`src/rtl/pl_shift_reg_scan.sv`:
```
// Shift/rotate register with a registered ones count, shown on a
// two-digit multiplexed active-low seven-segment display.
module pl_shift_reg_scan #(
  parameter int WIDTH    = 8,
  parameter int SCAN_DIV = 1000,
  localparam int CW      = $clog2(WIDTH + 1)
) (
  input  logic             clk,
  input  logic             rst,
  input  logic             en,
  input  logic             load,
  input  logic [1:0]       mode,
  input  logic             ser_in,
  input  logic [WIDTH-1:0] data,
  output logic [WIDTH-1:0] q,
  output logic [CW-1:0]    ones,
  output logic [6:0]       seg,
  output logic [1:0]       an
);

  localparam int SW = $clog2(SCAN_DIV);

  logic [WIDTH-1:0] r_q;
  logic [CW-1:0]    r_ones;
  logic [SW-1:0]    r_cnt;
  logic             r_sel;
  logic [6:0]       r_seg;
  logic [1:0]       r_an;

  logic [WIDTH-1:0] w_q_next;
  logic [CW-1:0]    w_pop;
  logic [7:0]       w_ones8;
  logic [3:0]       w_units;
  logic [3:0]       w_tens;
  logic [3:0]       w_digit;

  function automatic logic [6:0] seg_of(input logic [3:0] d);
    case (d)
      4'd0:    seg_of = 7'b1000000;
      4'd1:    seg_of = 7'b1111001;
      4'd2:    seg_of = 7'b0100100;
      4'd3:    seg_of = 7'b0110000;
      4'd4:    seg_of = 7'b0011001;
      4'd5:    seg_of = 7'b0010010;
      4'd6:    seg_of = 7'b0000010;
      4'd7:    seg_of = 7'b1111000;
      4'd8:    seg_of = 7'b0000000;
      4'd9:    seg_of = 7'b0010000;
      default: seg_of = 7'b1111111;
    endcase
  endfunction

  always_comb begin
    w_q_next = r_q;
    if (load) begin
      w_q_next = data;
    end else begin
      case (mode)
        2'b01:   w_q_next = {r_q[WIDTH-2:0], ser_in};
        2'b10:   w_q_next = {ser_in, r_q[WIDTH-1:1]};
        2'b11:   w_q_next = {r_q[WIDTH-2:0], r_q[WIDTH-1]};
        default: w_q_next = r_q;
      endcase
    end
  end

  always_comb begin
    w_pop = '0;
    for (int i = 0; i < WIDTH; i++) begin
      w_pop = w_pop + CW'(r_q[i]);
    end
  end

  // Tens digit code 4'hF falls to the blank default of seg_of.
  always_comb begin
    w_ones8 = 8'(r_ones);
    w_units = 4'(w_ones8 % 8'd10);
    w_tens  = 4'(w_ones8 / 8'd10);
    w_digit = w_units;
    if (r_sel) begin
      w_digit = (w_ones8 < 8'd10) ? 4'hF : w_tens;
    end
  end

  always_ff @(posedge clk or negedge rst) begin
    if (!rst) begin
      r_q    <= '0;
      r_ones <= '0;
    end else if (en) begin
      r_q    <= w_q_next;
      r_ones <= w_pop;
    end
  end

  // The scan runs regardless of en so the display never stalls.
  always_ff @(posedge clk or negedge rst) begin
    if (!rst) begin
      r_cnt <= '0;
      r_sel <= 1'b0;
      r_seg <= 7'b1000000;
      r_an  <= 2'b10;
    end else begin
      if (r_cnt == SW'(SCAN_DIV - 1)) begin
        r_cnt <= '0;
        r_sel <= ~r_sel;
      end else begin
        r_cnt <= r_cnt + 1'b1;
      end
      r_seg <= seg_of(w_digit);
      r_an  <= r_sel ? 2'b01 : 2'b10;
    end
  end

  assign q    = r_q;
  assign ones = r_ones;
  assign seg  = r_seg;
  assign an   = r_an;

endmodule

```
`config.mk`:
```
export PLATFORM = sky130hd
export DESIGN_NAME = pl_shift_reg_scan
export DESIGN_NICKNAME = d
export VERILOG_FILES = /design/src/rtl/pl_shift_reg_scan.sv
export SDC_FILE = /design/constraint.sdc
export NUM_CORES = 1
export LEC_CHECK = 0
export CAP_MARGIN = 25
export CORE_ASPECT_RATIO = 1.1
export CORE_UTILIZATION = 25
export DETAILED_ROUTE_END_ITERATION = 10
export SETUP_SLACK_MARGIN = 0.2
export SYNTH_ARGS = -nofsm -noshare
export SYNTH_HDL_FRONTEND = slang
export SYNTH_SLANG_ARGS = --single-unit
```
`constraint.sdc`:
```
create_clock -name clk -period 3.6 [get_ports clk]
set_input_delay 0.72 -clock clk [delete_from_list [all_inputs] [get_ports clk]]
set_output_delay 0.72 -clock clk [all_outputs]
set_load 0.03 [all_outputs]
```
=== Word-level counts from Yosys, hierarchy flattened ===
Memory sizes are Yosys's and may differ from the RTL's. A register that Yosys moved wholly into a read port is not among the register bits.
Cells that the tools add are included.

* Register bits after elaboration: 25
* Latch bits: 0
* RAM bits: 0
* ROM bits: 112
* Input port bits: 15
* Output and inout port bits: 21
* Word-level logic and storage cells: 31
* Memories kept: 1

* $add $sub $neg: 8
* $mul: 0
* Div/mod/pow operators: 2
* Magnitude comparators: 1
* Equality and inequality tests: 4
* Shift operators: 0
* Multiplexer cells: 6
* Bitwise operators: 1
* Reduce and logical (&&, ||, !) cells: 3

{| class="wikitable"
|+ Memory list
! memory !! words !! width !! rd ports !! clocked after Yosys merged registers in !! write ports !! RTL line !! RTL
|-
| (name not given) || 16 || 7 || 1 || 1 || 0 || 38 || <nowiki>case (d)</nowiki>
|}

{| class="wikitable"
|+ Operator list
! operator !! count
|-
| 8-bit one-hot mux with 3 select lines || 1
|-
| 4-bit by 1-bit adder with 4-bit output || 4
|-
| 10-bit by 1-bit adder with 10-bit output, second input constant || 1
|-
| 10-bit == test, second input constant || 1
|-
| 10-bit 2-to-1 mux || 1
|-
| 4-bit by 4-bit divider with 8-bit output, second input constant || 1
|-
| 4-bit by 4-bit remainder unit with 8-bit output, second input constant || 1
|-
| 4-bit 2-to-1 mux || 2
|-
| 8-bit 2-to-1 mux || 1
|-
| 3-bit by 1-bit adder with 4-bit output || 1
|-
| 2-bit == test, second input constant || 2
|-
| 4-bit less-than comparator, second input constant || 1
|-
| 4-bit nonzero test || 1
|-
| 2-bit by 1-bit adder with 3-bit output || 1
|-
| 1-bit by 1-bit adder with 2-bit output || 1
|-
| 2-bit by 1-bit == test with 1-bit output, second input constant || 1
|-
| 2-bit 2-to-1 mux || 1
|-
| 2-bit AND reduction || 1
|-
| 1-bit zero test || 1
|-
| 1-bit inverter || 1
|}

=== Depth between registers and ports, before layout ===
Gate-level depths: netlist (run 1).

* Word-level depth: 7
* Mapped depth: 11
* Mapped depth without buffers: 11

=== Worst setup path after synthesis (run 1) ===
No wires, ideal clock.

* Kind: reg-to-reg
* Start: register r_q[0], in the netlist q[0]
* End: register r_ones[2], in the netlist ones[2]
* Setup time: 0.135 ns
* Data arrival time: 2.855 ns
* Required time: 3.465 ns
* Path slack: 0.610 ns
* Cell stages (with the launch flop): 12
* Path buffers: 0
* Period minus slack after synthesis: 2.990 ns
* Path through: dfrtp_1 > fa_1 > inv_1 > fa_1 > fa_1 > inv_1 > ha_1 > inv_1 > fa_1 > xnor2_1 > nand2_1 > o21ai_0

* Word-level cells in the longest chain between the ends: 7

{| class="wikitable"
|+ RTL lines
! item !! RTL line !! RTL
|-
| from (decl) || 23 || <nowiki>logic [WIDTH-1:0] r_q;</nowiki>
|-
| from (signal assigned) || 90 || <nowiki>r_q <= w_q_next;</nowiki>
|-
| 1-bit by 1-bit adder with 2-bit output || 70 || <nowiki>w_pop = w_pop + CW'(r_q[i]);</nowiki>
|-
| 2-bit by 1-bit adder with 3-bit output || 70 ||
|-
| 3-bit by 1-bit adder with 4-bit output || 70 ||
|-
| 4-bit by 1-bit adder with 4-bit output (4 in a row) || 70 ||
|-
| to (signal assigned) || 91 || <nowiki>r_ones <= w_pop;</nowiki>
|-
| to (decl) || 24 || <nowiki>logic [CW-1:0] r_ones;</nowiki>
|}

No other way between the ends.
A chain may end at the register's enable or synchronous reset.

=== Worst setup path after layout (run 1) ===
Ends and elaborated chain as after synthesis.

==> results of run 1 <==
## flip-flops by register name, indices dropped and copies added, names as in the netlist
name and cells:
r_sel 1, q 8, ones 4, seg 7, an 2, r_cnt 10
## power by group through the flow
stage,clock network (uW),registers (uW),logic (uW)
3_5_place_dp,0,516,756
3_3_place_gp,0,516,746
6_report,283,508,749
5_1_grt,309,521,830
4_1_cts,295,510,759
2_1_floorplan,0,638,390
## cells in the mapped netlist, types with 2 or more instances
library cell | n | area (um^2)
xor2_1 | 3 | 26.3
nand2_1 | 15 | 56.3
mux2_2 | 7 | 78.8
nor2_1 | 10 | 37.5
clkbuf_1 | 2 | 7.51
nand3_1 | 7 | 35.0
mux2i_1 | 8 | 80.1
buf_6 | 2 | 22.5
xnor2_1 | 4 | 35.0
nand2b_1 | 2 | 12.5
fa_1 | 4 | 80.1
nand4_1 | 2 | 12.5
o21ai_0 | 7 | 35.0
o21ai_1 | 3 | 15.0
and3_1 | 3 | 18.8
dfrtp_1 | 30 | 751
nor2b_1 | 2 | 12.5
ha_1 | 8 | 100
inv_1 | 18 | 67.6
buf_2 | 2 | 10.0
a21oi_1 | 7 | 35.0
or3_1 | 2 | 12.5
dfstp_2 | 2 | 52.6
a211oi_1 | 3 | 22.5
o22ai_1 | 2 | 12.5
## layout make-up
class	count	area (um^2)	area share
multi-input cells	122	958	0.402
clock buffers	6	82.6	0.0346
clock inverters	2	10.0	0.00420
inverters	18	67.6	0.0283
repair buffers	36	358	0.150
well taps	85	106	0.0446
flip-flops and latches	32	803	0.337
## how the worst max path moves through the flow
| stage | start | endpoint |
|---|---|---|
| CTS | q[0] | ones[2] |
| floorplan | q[0] | ones[2] |
| global placement | q[0] | ones[2] |
| global route | q[1] | ones[2] |
| finish | q[0] | ones[2] |
| detailed placement | q[0] | ones[2] |
## cells in the final DEF, fill, tap and decap left out, drive strengths merged, types with 6 or more instances in the layout
master         Yosys  final
mux2i              8      8
nor2              11     11
ha                 8      8
nand3              7      7
clkdlybuf4s50      0     35
dfrtp             30     30
o21ai             10     10
mux2               7      7
inv               18     18
a21oi              9      9
clkbuf             2      6
nand2             15     15
## per-stage QoR
stage               worst slack, ns  utilization
floorplan                     0.610            -
global placement              0.708        0.322
detailed placement            0.680        0.322
CTS                           0.669        0.335
global route                  0.537        0.335
finish                        0.675        0.335
## metal layers
layer / GRT usage / vias up
li1: - / 690
met1: 0.127 / 665
met2: 0.166 / 40
met3: 0.0303 / 5
met4: 0.0424 / 0
met5: 0 / -
## critical path, stage by stage, from the launching register on
cell	delay, ns
dfrtp_1	0.42
fa_1	0.54
inv_1	0.05
fa_1	0.49
fa_1	0.41
inv_1	0.07
ha_1	0.15
inv_1	0.05
fa_1	0.37
xnor2_1	0.13
nand2_1	0.06
o21ai_0	0.08
## cells by family (layout without fill, tap and decap cells)
family,Yosys count,count (layout),synth area share
buf+inv,24,62,0.0576
simple gates,49,49,0.131
compound gates,39,39,0.168
flops,32,32,0.430
xor+xnor,7,7,0.0328
mux,15,15,0.0850
fa+ha+maj,12,12,0.0964
==> impl_metrics.toml, run 1 <==
[yosys]
synth_edf_count = 0
synth_seq_cells = 32
ys_async_sr_fraction = 1.00
syn_area_um2 = 1870
syn_area_per_cell_um2 = 10.5
synth_ff_type = "dfrtp_1"
ys_types = 48
yosysWarnings = 0
syn_inst = 178
synth_seq_area_share = 0.430
syn_nets = 205

[setup_path]
crit_arrival_ns = 3.08
reg2reg_to = "ones[2]"
r2r_slack_ns = 0.67
r2r_cells = 11
worstSetupStartpointType = "flop"
r2r-start = "q[0]"
required_ns = 3.76
critPathKind = "flop to flop"
end_kind = "flop"
path_max_fanout = 4

[routing]
drtIter0Drc = 46
route.met3.wl_um = 198
met1_length_mm = 1.62
drc = 1
drt-wirelength-per-cell_um = 11.8
wl_mm = 3.55
vias = 1400
wl_met2_mm = 1.68
routed_via_density = 4.65
first_pass_iters = 9
ant_nets = 0
dr.max_layer_used = "met4"

[place]
gp_congestion = 0.805
io_buffer_count = 35
dp_hpwl_mm = 2.61
dpl.cell_count = 293
place_area_um2 = 2290

[clocking]
cts-htree-levels = 2
clk_pin_slew_ns = 0.07
clockBufferDepth = 2
cts_resized = 0
cts_root_buffer = "clkbuf_8"
cts_buffers = 5
cts_hold_buf = 0
clock-sinks = 32
postCtsSetupBuffers = 0
tritoncts = "yes"
insertion_delay_ns = 0.28

[pwr]
power_frac_clock = 0.184
pwr-share-comb = 0.486
p_total_uw = 1540
switching_share = 0.402
p_leak_uw = 0.00102
p_switching_uw = 619
pwr-share-seq = 0.330
vdd_drop_max_uv = 174
p_int_uw = 922
p_per_area_nw_per_um2 = 645

[cells_and_area]
layout-drive-gt1-share = 0.144
fill_cells = 745
stdcell_area_um2 = 2390
antenna_cells = 0
final_cells = 301
syn_to_final_growth_pct = 27.6
num-nets-final = 242

[sta]
worst_pin_slew_ns = 0.579
holdWs_ns = 0.513
clock.fmax_mhz = 342
tns_ns = 0
skew_ns = 0.00616
finalCriticalPeriod_ns = 2.93
final-setup-viol-count = 0
fin_crit_sh = 0.813
relSlewSlack = 0.613
drv_slew = 0
rsz0062_at_grt = "no"
hold_viol_final = 0

[die]
boundaryPins = 36
coreArea_um2 = 7130
start_util = 0.262
die_x_um = 84.4
die_area_um2 = 7830
die_h_um = 92.7
rows = 32

[hold_path]
hp-start = "r_cnt[8]"
hold_class = "flop to flop"
hold_end = "r_cnt[8]"
holdPathStages = 1

[global_routing]
grt_max_degree = 33
antenna_found_initial = 0
overflow = 0
grt_first_pass_wirelength_mm = 6.29
first_global_vias = 1360
grt_use_total = 0.102

[run_status]
status = "complete, but fails checks"
violations = "design-rule violations"

[run]
maxCapViolCount = 0
(Power assumes the default switching activity.)
==> run 2: changes to the inputs <==
==> constraint.sdc (replaced) <==
create_clock -name clk -period 2.95 [get_ports clk]
set_input_delay 0.59 -clock clk [delete_from_list [all_inputs] [get_ports clk]]
set_output_delay 0.59 -clock clk [all_outputs]
set_load 0.03 [all_outputs]
==> run 2 against run 1 <==
  * The run still ends with design-rule violations left
  * Total power up 23%
  * Global-route usage up 0.44 points
  * Sequential share of layout area down 0.38 points
  * Flip-flop and latch count did not move
  * Critical path type unchanged
  * Critical endpoint unchanged
==> impl_metrics.toml, run 2 (same netlist as run 1, synthesis figures left out) <==
[run_status]
status = "complete, but fails checks"
violations = "design-rule violations"

[cells_and_area]
layout_common_cells = "35 x clkdlybuf4s50_1, 27 x dfrtp_1, 17 x inv_1"
largest-register = "r_cnt"
post-route-util = 0.340
num-nets-final = 247
antenna_cells = 0
layout-drive-gt1-share = 0.186
mostFrequentLayoutCell = "clkdlybuf4s50_1"
syn_to_final_growth_pct = 29.7
largest_reg_flops = 10

[hold_path]
hold_class = "flop to flop"
hp-start = "r_cnt[4]"

[setup_path]
slowest_delay_ns = 0.53
startpoint = "q[0]"
crit_arrival_ns = 3.03
worstSetupStartpointType = "flop"
cp_cell_sequence = "fa_1 > inv_1 > fa_1 > fa_1 > inv_1 > ha_2 > inv_2 > fa_2 > xnor2_1 > nand2_1 > o21ai_1"
path_delay_family = "adder cells"
required_ns = 3.11
r2r_slack_ns = 0.08
endpoint = "ones[2]"
crit_path_frequent_cell = "fa_1"
critPathKind = "flop to flop"
r2r-start = "q[0]"
cp.depth = 11
crit_buf_inv = 3
r2r_cells = 11
end_kind = "flop"
reg2reg_to = "ones[2]"
slowest_stage = "fa_1"
path_max_fanout = 2

[clocking]
cts_hold_buf = 0
tritoncts = "yes"
cts_buffers = 5
insertion_delay_ns = 0.29
cts-htree-levels = 2
clockBufferDepth = 2
clock-sinks = 32
cts_root_buffer = "clkbuf_8"
clk_pin_slew_ns = 0.06

[die]
die_h_um = 92.7
coreArea_um2 = 7130
die_area_um2 = 7830
rows = 32
boundaryPins = 36
start_util = 0.262
die_x_um = 84.4

[sta]
clock.fmax_mhz = 348
finalCriticalPeriod_ns = 2.87
skew_ns = 0.0116
relSlewSlack = 0.671
final-setup-viol-count = 0
tns_ns = 0
drv_slew = 0
hold_viol_final = 0
worst_pin_slew_ns = 0.493
rsz0062_at_grt = "yes"
setup_slack_ns = 0.0770
fin_crit_sh = 0.974

[place]
io_buffer_count = 35
gp_congestion = 0.807
pre_cts_ws_ns = 0.0232
dp_hpwl_mm = 2.77

[pwr]
p_leak_uw = 0.00103
vdd_drop_max_uv = 250
p_per_area_nw_per_um2 = 784

[routing]
drtIter0Drc = 40
routed_via_density = 4.59
wl_met2_mm = 1.76
first_pass_iters = 7
drc = 6
met1_length_mm = 1.63
vias = 1406
ant_nets = 0
route.met3.wl_um = 248
dr.max_layer_used = "met4"
drt-wirelength-per-cell_um = 12.0
wl_mm = 3.68

[global_routing]
antenna_found_initial = 0
first_global_vias = 1442
grt_use_total = 0.107
grt_max_degree = 33
overflow = 0
grt_first_pass_wirelength_mm = 6.55

[run]
maxCapViolCount = 0
-- run 2: area by class of cell --
cell class              instances  area [um^2]
fillers                       727         4700
multi-input cells             122          963
flip-flops and latches         32          807
repair buffers                 41          395
well taps                      85          106
clock buffers                   6         72.6
inverters                      18         67.6
clock inverters                 2         12.5
-- run 2: how the worst min path moves through the flow --
stage               end  slack (ns)  cells after the start
3_3_place_gp   r_cnt[4]        0.47                      1
2_1_floorplan     an[0]        0.29                      0
6_report       r_cnt[4]        0.49                      1
5_1_grt        r_cnt[4]        0.53                      1
3_5_place_dp   r_cnt[4]        0.48                      1
4_1_cts        r_cnt[4]        0.49                      1
-- run 2: metal layers --
layer,GRT usage,up-vias
met5,0,-
met4,0.0339,0
met3,0.0374,5
met2,0.178,40
met1,0.129,664
li1,-,697
-- run 2: stage by stage --
| stage | cells | power [uW] | cell area [um^2] | hold WS, ns |
|---|---|---|---|---|
| 2_1_floorplan | 178 | 1260 | 1880 | 0.294 |
| 4_1_cts | 305 | 1920 | 2410 | 0.490 |
| 5_1_grt | 306 | 2040 | 2420 | 0.526 |
| 6_report | 306 | 1900 | 2420 | 0.490 |
| 3_3_place_gp | 295 | 1550 | 2310 | 0.473 |
| 3_5_place_dp | 295 | 1580 | 2310 | 0.479 |
-- run 2: power by group --
group          total [uW]  switching [uW]  internal [uW]
sequential            617            83.9            534
clock                 324             159            165
combinational         961             530            431
-- run 2: timing repair --
item | CTS | global route
setup endpoints to repair | 2 | 2
setup buffers | 2 | 1
gates resized for setup | 0 | 3
